===== src/rtl/shift_seq_unit_if.sv =====
// Bus between the execute-stage issue logic and the multi-cycle shift unit.
//
// Handshake: a request is accepted on a rising edge where Start=1 and
// Busy=0; Op/A/Shamt are sampled on that same edge. Start is ignored
// while Busy=1, with no queueing. Completion is a single-cycle Done pulse
// and Result is valid in that cycle. Result then holds until the next Done.
interface shift_seq_unit_if #(
    parameter int WIDTH = 32,
    parameter int SHW   = 5
);
    logic             Start;
    logic [1:0]       Op;
    logic [WIDTH-1:0] A;
    logic [SHW-1:0]   Shamt;
    logic             Busy;
    logic             Done;
    logic [WIDTH-1:0] Result;
    logic             state_dbg;   // 1 while the unit is in RUN

    modport master (
        output Start, Op, A, Shamt,
        input  Busy, Done, Result, state_dbg
    );

    modport slave (
        input  Start, Op, A, Shamt,
        output Busy, Done, Result, state_dbg
    );
endinterface


===== src/rtl/shift_seq_unit.sv =====
// Multi-cycle shifter: one bit position per cycle for sll/srl/sra/rotr.
// A zero shift amount completes directly from IDLE with a one-cycle Done.
module shift_seq_unit #(
    parameter int WIDTH = 32,
    parameter int SHW   = 5
) (
    input  logic           clk,
    input  logic           reset,
    shift_seq_unit_if.slave bus
);
    typedef enum logic {
        IDLE = 1'b0,
        RUN  = 1'b1
    } state_t;

    localparam logic [1:0] OP_SLL  = 2'b00;
    localparam logic [1:0] OP_SRL  = 2'b01;
    localparam logic [1:0] OP_SRA  = 2'b10;
    localparam logic [1:0] OP_ROTR = 2'b11;

    state_t           state, state_n;
    logic [WIDTH-1:0] w, w_n;
    logic [SHW-1:0]   cnt, cnt_n;
    logic [1:0]       opr, opr_n;
    logic [WIDTH-1:0] result, result_n;
    logic             done, done_n;
    logic [WIDTH-1:0] w_step;

    // One-bit step of the working register for the latched operation.
    always_comb begin
        w_step = w;
        case (opr)
            OP_SLL:  w_step = {w[WIDTH-2:0], 1'b0};
            OP_SRL:  w_step = {1'b0, w[WIDTH-1:1]};
            OP_SRA:  w_step = {w[WIDTH-1], w[WIDTH-1:1]};
            OP_ROTR: w_step = {w[0], w[WIDTH-1:1]};
            default: w_step = w;
        endcase
    end

    // Next-state and datapath-next logic; Done defaults low so it only pulses.
    always_comb begin
        state_n  = state;
        w_n      = w;
        cnt_n    = cnt;
        opr_n    = opr;
        result_n = result;
        done_n   = 1'b0;
        case (state)
            IDLE: begin
                if (bus.Start) begin
                    if (bus.Shamt == '0) begin
                        result_n = bus.A;
                        done_n   = 1'b1;
                    end else begin
                        w_n     = bus.A;
                        cnt_n   = bus.Shamt;
                        opr_n   = bus.Op;
                        state_n = RUN;
                    end
                end
            end
            RUN: begin
                w_n   = w_step;
                cnt_n = cnt - SHW'(1);
                if (cnt == SHW'(1)) begin
                    result_n = w_step;
                    done_n   = 1'b1;
                    state_n  = IDLE;
                end
            end
            default: state_n = IDLE;
        endcase
    end

    // State and datapath registers; reset abandons any in-flight operation.
    always_ff @(posedge clk) begin
        if (reset) begin
            state  <= IDLE;
            w      <= '0;
            cnt    <= '0;
            opr    <= OP_SLL;
            result <= '0;
            done   <= 1'b0;
        end else begin
            state  <= state_n;
            w      <= w_n;
            cnt    <= cnt_n;
            opr    <= opr_n;
            result <= result_n;
            done   <= done_n;
        end
    end

    assign bus.Busy      = (state == RUN);
    assign bus.Done      = done;
    assign bus.Result    = result;
    assign bus.state_dbg = (state == RUN);
endmodule


===== src/flat_wrapper.sv =====
// flat-port wrapper written by rule: the top's interface ports become plain ports
module shift_seq_unit_flat 
#(
    parameter int WIDTH = 32,
    parameter int SHW   = 5
)
  (clk, reset, bus_Start, bus_Op, bus_A, bus_Shamt, bus_Busy, bus_Done, bus_Result, bus_state_dbg);
  shift_seq_unit_if #(.WIDTH(WIDTH), .SHW(SHW)) bus_i ();
  input  logic clk;
  input  logic reset;
  input wire logic [$bits(bus_i.Start)-1:0] bus_Start;
  input wire logic [$bits(bus_i.Op)-1:0] bus_Op;
  input wire logic [$bits(bus_i.A)-1:0] bus_A;
  input wire logic [$bits(bus_i.Shamt)-1:0] bus_Shamt;
  output wire logic [$bits(bus_i.Busy)-1:0] bus_Busy;
  output wire logic [$bits(bus_i.Done)-1:0] bus_Done;
  output wire logic [$bits(bus_i.Result)-1:0] bus_Result;
  output wire logic [$bits(bus_i.state_dbg)-1:0] bus_state_dbg;
  assign bus_i.Start = bus_Start;
  assign bus_i.Op = bus_Op;
  assign bus_i.A = bus_A;
  assign bus_i.Shamt = bus_Shamt;
  assign bus_Busy = bus_i.Busy;
  assign bus_Done = bus_i.Done;
  assign bus_Result = bus_i.Result;
  assign bus_state_dbg = bus_i.state_dbg;
  shift_seq_unit #(.WIDTH(WIDTH), .SHW(SHW)) u_core (.clk(clk), .reset(reset), .bus(bus_i));
endmodule

===== config.mk =====
export PLATFORM = sky130hd
export DESIGN_NAME = shift_seq_unit_flat
export DESIGN_NICKNAME = d
export VERILOG_FILES = /design/src/rtl/shift_seq_unit_if.sv /design/src/rtl/shift_seq_unit.sv /design/src/flat_wrapper.sv
export SDC_FILE = /design/constraint.sdc
export NUM_CORES = 1
export LEC_CHECK = 0
export CAP_MARGIN = 20
export CORE_MARGIN = 5
export CORE_UTILIZATION = 30
export CTS_CLUSTER_SIZE = 8
export DETAILED_ROUTE_END_ITERATION = 6
export GPL_ROUTABILITY_DRIVEN = 0
export PLACE_DENSITY_LB_ADDON = 0.12
export REMOVE_ABC_BUFFERS = 1
export SYNTH_ARGS = -nofsm -noshare
export SYNTH_HDL_FRONTEND = slang
export SYNTH_SLANG_ARGS = --single-unit

===== constraint.sdc =====
create_clock -name clk -period 3.47 [get_ports clk]
set_clock_uncertainty 0.2 [all_clocks]
set_input_delay 0.694 -clock clk [delete_from_list [all_inputs] [get_ports clk]]
set_output_delay 0.694 -clock clk [all_outputs]
set_load 0.01 [all_outputs]

### Word level (Yosys, flattened, before mapping)

Cells that the tools add are included.

| word-level totals | value |
|---|---|
| word-level logic and storage cells | 41 |
| output and inout bits | 35 |
| register bits | 73 |

| cells by class | value |
|---|---|
| reductions and logical operators | 5 |
| bitwise logic cells | 2 |
| equality and inequality tests | 8 |
| $add $sub $neg | 1 |
| muxes and demuxes | 19 |

Operators with widths:

| operator | number |
|---|---|
| 32-bit two-way mux | 5 |
| 32-bit case mux with 2 select lines | 2 |
| 32-bit case mux with 4 select lines | 1 |
| 5-bit two-way mux | 2 |
| 5-bit case mux with 2 select lines | 1 |
| 1-bit two-way mux | 6 |
| 2-bit != test, second input constant | 3 |
| 3-bit AND reduction | 2 |
| 5-bit by 1-bit == test with 1-bit output, second input constant | 1 |
| 5-bit logical NOT | 1 |
| 5-bit by 1-bit subtractor with 5-bit output, second input constant | 1 |
| 2-bit == test, second input constant | 2 |
| 1-bit case mux with 2 select lines | 2 |
| 2-bit by 1-bit == test with 1-bit output, second input constant | 1 |
| 2-bit logical NOT | 1 |
| 2-bit by 1-bit != test with 1-bit output, second input constant | 1 |
| 1-bit inverter | 2 |
| 2-bit AND reduction | 1 |

### Longest topological paths before layout

Gate-level depths: netlist of run 1.

| depth | value |
|---|---|
| word-level depth | 4 |
| mapped depth | 7 |
| gate-level depth less buffers | 5 |

### Least setup slack after synthesis of run 1

No wires, ideal clock.

| path | value |
|---|---|
| kind | input-to-reg |
| start point | input port bus_Shamt[3] |
| end point | register u_core.result[1], in the netlist u_core.bus.Result[1] |
| data required time | 3.202 ns |
| stages on the path | 6 |
| path slack | 1.587 ns |
| data arrival time | 1.615 ns |
| path buffers | 2 |
| cell sequence | nor3_4 > and3_1 > buf_4 > buf_6 > o221ai_2 > a21oi_2 |

| between the ends | value |
|---|---|
| longest elaborated chain between the ends | 3 |

RTL lines:

| what | line | source |
|---|---|---|
| start, declared | flat_wrapper.sv:14 | `input wire logic [$bits(bus_i.Shamt)-1:0] bus_Shamt;` |
| 5-bit logical NOT | shift_seq_unit.sv:52 | `if (bus.Shamt == '0) begin` |
| 2-bit by 1-bit != test with 1-bit output (no line) | - |  |
| 3-bit AND reduction (no line) | - |  |
| end signal, assigned | shift_seq_unit.sv:90 | `result <= result_n;` |
| end, declared | shift_seq_unit.sv:25 | `logic [WIDTH-1:0] result, result_n;` |

Every way passes these cells.
A chain may end at the register's enable or synchronous reset.

### Final worst setup path of run 1

| path | value |
|---|---|
| start point | register u_core.state, in the netlist u_core.bus.Busy |
| end point | output port bus_Busy |

RTL lines:

| what | line | source |
|---|---|---|
| start, declared | shift_seq_unit.sv:21 | `state_t state, state_n;` |
| start signal, assigned | shift_seq_unit.sv:86 | `state <= state_n;` |
| end, declared | flat_wrapper.sv:15 | `output wire logic [$bits(bus_i.Busy)-1:0] bus_Busy;` |

No word-level cell between the ends.

==> results of run 1 <==
==> metal layers <==
metal,global-route usage,vias to the layer above,part of all wire
met3,0.0447,9,0.045
met4,0.0347,0,0.0096
li1,-,1806,-
met2,0.238,63,0.46
met1,0.193,1723,0.48
met5,0,-,0
==> final cells by class <==
class / instances / share of cell area
Sequential cell: 73 / 0.280
Timing Repair Buffer: 91 / 0.166
Clock buffer: 13 / 0.0477
Multi-Input combinational cell: 298 / 0.433
Tap cell: 176 / 0.0420
Inverter: 34 / 0.0243
Clock inverter: 3 / 0.00764
==> where the power goes <==
part | internal, W | total, W | switching (W) | leakage, nW
Clock | 0.000575 | 0.000933 | 0.000358 | 0.144
Combinational | 0.000188 | 0.000439 | 0.000251 | 0.851
Sequential | 0.000896 | 0.000950 | 0.0000536 | 0.598
==> kinds of logic after synthesis <==
kind of cell,count (synthesis)
fa+ha+maj,2
mux,3
buf+inv,85
compound gates,205
xor+xnor,2
simple gates,86
flops,73
==> registers in the layout (all words and copies together) (netlist names) <==
register and count:
u_core.bus.Done 1, u_core.bus.Busy 1, u_core.opr 2, u_core.w 32, u_core.cnt 5, u_core.bus.Result 32
==> per-stage QoR <==
| step | total power [W] | cell area [um2] |
|---|---|---|
| 2_1_floorplan | 0.00123 | 3850 |
| 3_3_place_gp | 0.00141 | 4950 |
| 3_5_place_dp | 0.00141 | 4950 |
| 4_1_cts | 0.00236 | 5240 |
| 5_1_grt | 0.00243 | 5240 |
| 6_report | 0.00232 | 5240 |
==> worst paths after layout <==
kind                                                      endpoint  cells after the start
worst min register to register            u_core.w[5]$_SDFFE_PP0P_                      2
worst max register to register  u_core.bus.Result[14]$_SDFFE_PP0P_                      4
worst max-delay path                                      bus_Busy                      1
worst min-delay path                      u_core.w[5]$_SDFFE_PP0P_                      2
==> layout by cell type (no fill, tap or decap), types with 6 or more instances in the layout <==
master,instances
a211oi_1,6
a21oi_1,38
a21oi_2,30
buf_4,16
clkbuf_16,9
clkdlybuf4s50_1,75
dfxtp_1,72
inv_1,34
nand2_1,35
nand3_1,32
nor2_1,7
o211ai_1,31
o211ai_2,29
o21ai_0,30
o221ai_2,29
==> out/metrics.yaml, run 1 <==
status:
  status: "finished clean"
placed_design:
  dp_cells: 672
  hpwl_um: 7470
  dp_worst_setup_slack_ns: 0.537
  numPortBuffers: 76
logic_synthesis:
  synth_commonest_cells: "73 x dfxtp_1, 38 x a21oi_1, 35 x nand2_1"
  synth-simple-area-share: 0.101
  synth_flop_cell: "dfxtp_1"
  yosys_warnings: 0
  yosys.area.top_type: "dfxtp_1"
  synth_fa_ha_area_frac: 0.00606
  ys_seq_elements: 73
  post_synth_num_cell_types: 40
  synthXorXnorAreaFrac: 0.00424
  synthTopCellsByArea: "dfxtp_1 35%, o221ai_2 11%, o211ai_2 8.8%"
  synth_top_family_by_area: "compound AO/OA/AOI/OAI gates"
  synth_edf_count: 0
  netlist_area_mm2: 0.00413
  netlist_instances: 456
  muxShareOfSynthArea: 0.00727
  syn_avg_cell_area_um2: 9.06
  synth_top_area_frac: 0.354
  synth_most_common_cell: "dfxtp_1"
  synth_compound_area_frac: 0.430
  async_reset_ff_frac: 0
  ys_seq_area_frac: 0.354
power_and_ir_drop:
  power_density_mw_per_mm2: 443
  p_leak_nw: 1.59
  worst_ir_drop_vdd_v: 0.000200
grt:
  grt_pass1_vias: 3709
  grt_pass1_wl_um: 19300
  antenna_found_initial: 0
  grt-ovfl-total: 0
  groute.usage.overall: 0.147
  grt_max_degree: 51
finish:
  finalNetCount: 551
  fillers: 1378
  final_cells: 688
  drive_above_1_share: 0.242
  final_core_util: 0.393
  n_antenna_cell: 0
  multi_input_area_mm2: 0.00227
  area_growth_syn_to_layout_pct: 26.9
  seq_area_mm2: 0.00147
critical_path:
  regToRegSetupSlack_ns: 1.03
  crit_required_ns: 2.58
  worstSetupEndpointType: "output pin"
  arrival_ns: 1.69
  crit_path_start: "u_core.bus.Busy$_SDFF_PP0_"
  critPathKind: "reg -> out"
  path_buf_inv: 1
  path_cells: "clkdlybuf4s50_1"
  path_delay_family: "flip-flops"
  critPathMaxStageDelay_ns: 0.69
  start_kind: "register"
  r2r_start: "u_core.bus.Busy$_SDFF_PP0_"
  cp_max_fo: 41
  cp_slowest_cell: "dfxtp_4"
cts:
  cts_buffer_depth: 2
  root_buffer: "clkbuf_16"
  clk_pin_slew_ns: 0.06
  cts_sinks: 73
  post_cts_buffers: 0
  clk_latency_ns: 0.34
  cts_tree: "yes"
  cts_hold_buffers: 0
  numCtsBuffers: 9
  h-tree-depth: 3
  post_cts_resize_count: 0
floorplanning:
  ioPinCount: 77
  die-height_um: 127
  coreArea_mm2: 0.0133
  initial_core_util: 0.310
  rows: 42
  dieArea_mm2: 0.0162
  die_x_um: 127
sta:
  fmax_mhz: 386
  fin_crit_sh: 0.746
  rsz0062_at_grt: "false"
  worstMarginPinSlew_ns: 0.963
  finalSetupViolCount: 0
  setup_slack_ns: 0.882
  hold_viol_final: 0
  finalCriticalPeriod_ns: 2.59
  hold_slack_ns: 0.264
  slew-limit-headroom: 0.358
  finalMaxSlewViolations: 0
  final.setup.tns_ns: 0
drt:
  viasPerCell: 5.23
  drc_errors: 0
  wl_per_cell_um: 16.9
  num_vias: 3601
  drt-initial-drc-count: 215
  drtPass1Iterations: 4
  antenna_left: 0
  finalWirelength_um: 11600
hold_path:
  hold_start: "u_core.w[5]$_SDFFE_PP0P_"
  hold_path.class: "reg -> reg"
run:
  cap_viol_max_count: 0
Power figures use the tool's default switching activity.
==> run 2: changes to the inputs <==
- clock period: 3.47 -> 2.52 ns (I/O delays scaled with it)
==> out/metrics.yaml, run 2 (same netlist as run 1, synthesis figures left out) <==
finish:
  drive_above_1_share: 0.255
  final_cells: 693
  finalNetCount: 556
  layout_common_cells: "75 x clkdlybuf4s50_1, 72 x dfxtp_1, 38 x a21oi_1, 35 x nand2_1, 34 x inv_1"
  n_antenna_cell: 0
  final_common_cell: "clkdlybuf4s50_1"
  area_growth_syn_to_layout_pct: 29.6
  fillers: 1361
power_and_ir_drop:
  power.switching_w: 0.000923
  comb_power_share: 0.186
  finalPower_w: 0.00334
  pwr-share-clk: 0.425
  p_leak_nw: 1.65
  sw_frac_of_total: 0.276
  worst_ir_drop_vdd_v: 0.000334
  power_density_mw_per_mm2: 624
  p_int_w: 0.00242
  power_frac_seq: 0.389
drt:
  antenna_left: 0
  drtPass1Iterations: 4
  drc_errors: 0
  wl_per_cell_um: 16.9
  num_vias: 3629
  viasPerCell: 5.24
  finalWirelength_um: 11700
  drt-initial-drc-count: 236
sta:
  hold_viol_final: 0
  fmax_mhz: 442
  worstMarginPinSlew_ns: 0.945
  slew-limit-headroom: 0.370
  finalCriticalPeriod_ns: 2.26
  hold_slack_ns: 0.263
  finalSetupViolCount: 0
  fin_crit_sh: 0.898
  finalMaxSlewViolations: 0
  rsz0062_at_grt: "false"
critical_path:
  worstSetupEndpointType: "output pin"
  cp_slowest_cell: "clkdlybuf4s50_1"
  crit_required_ns: 1.82
  path_cells: "clkdlybuf4s50_1"
  cp_max_fo: 31
  arrival_ns: 1.56
  critPathKind: "reg -> out"
  path_delay_family: "buffers and inverters"
  path_buf_inv: 1
  critPathMaxStageDelay_ns: 0.62
  start_kind: "register"
floorplanning:
  ioPinCount: 77
  die_x_um: 127
  rows: 42
  dieArea_mm2: 0.0162
  die-height_um: 127
  initial_core_util: 0.310
  coreArea_mm2: 0.0133
placed_design:
  hpwl_um: 7640
  dp_cells: 677
  numPortBuffers: 76
cts:
  numCtsBuffers: 9
  root_buffer: "clkbuf_16"
  cts_buffer_depth: 2
  clk_latency_ns: 0.33
  post_cts_buffers: 0
  cts_tree: "yes"
  cts_sinks: 73
  cts_hold_buffers: 0
  h-tree-depth: 3
  post_cts_resize_count: 0
  clk_pin_slew_ns: 0.06
grt:
  grt_pass1_vias: 3771
  antenna_found_initial: 0
  grt-ovfl-total: 0
  grt_pass1_wl_um: 19400
  groute.usage.overall: 0.147
  grt_max_degree: 73
status:
  status: "finished clean"
hold_path:
  hold_path.class: "reg -> reg"
run:
  cap_viol_max_count: 0
## run 2: cell types whose count changed in the layout (fill, tap and decap cells not counted)
cell,delta
buf_12,+3
buf_4,+2
bufinv_16,+1
clkbuf_1,-3
clkbuf_8,+1
clkinvlp_4,+1
## run 2: through the flow
stage | TNS (ns) | utilization | instance area [um2] | worst slack [ns]
2_1_floorplan | -181.61 | - | 3850 | -2.85
3_3_place_gp | 0 | 0.377 | 5030 | 0.207
3_5_place_dp | 0 | 0.377 | 5030 | 0.130
4_1_cts | 0 | 0.401 | 5360 | 0.233
5_1_grt | 0 | 0.401 | 5360 | 0.179
6_report | 0 | 0.401 | 5360 | 0.258
## run 2: final timing paths
check / endpoint / cells after the start / slack [ns] / from
worst max-delay path: bus_state_dbg / 1 / 0.26 / u_core.bus.Busy$_SDFF_PP0_
worst min-delay path: u_core.w[27]$_SDFFE_PP0P_ / 2 / 0.26 / u_core.w[27]$_SDFFE_PP0P_
worst max register to register: u_core.w[1]$_SDFFE_PP0P_ / 4 / 0.63 / u_core.opr[1]$_SDFFE_PP0P_
worst min register to register: u_core.w[27]$_SDFFE_PP0P_ / 2 / 0.26 / u_core.w[27]$_SDFFE_PP0P_
## run 2: cell type report
class,count,area [um2],share of cell area
inverters,34,128,0.0238
well taps,176,220,0.0411
clock inverters,5,77.6,0.0145
repair buffers,96,946,0.177
multi-input cells,298,2270,0.423
flip-flops and latches,73,1470,0.274
clock buffers,11,253,0.0472
## run 2: power groups by stage
stage / combinational [W] / clock (W) / sequential [W]
after floorplan: 0.000328 / 0 / 0.00136
after global placement: 0.000625 / 0 / 0.00132
after detailed placement: 0.000626 / 0 / 0.00133
after CTS: 0.000631 / 0.00147 / 0.00130
after global routing: 0.000686 / 0.00151 / 0.00131
final: 0.000621 / 0.00142 / 0.00130
## run 2: per-layer routing
layer | track usage | part of all wire
met3 | 0.0401 | 0.049
met1 | 0.198 | 0.47
met2 | 0.241 | 0.48
met5 | 0 | 0
met4 | 0.0227 | 0.0028
==> run 3: changes to the inputs <==
- SLEW_MARGIN: unset -> 20
==> results of run 3 <==
Same layout as run 2: the final DEF is identical, and so are final timing and power.
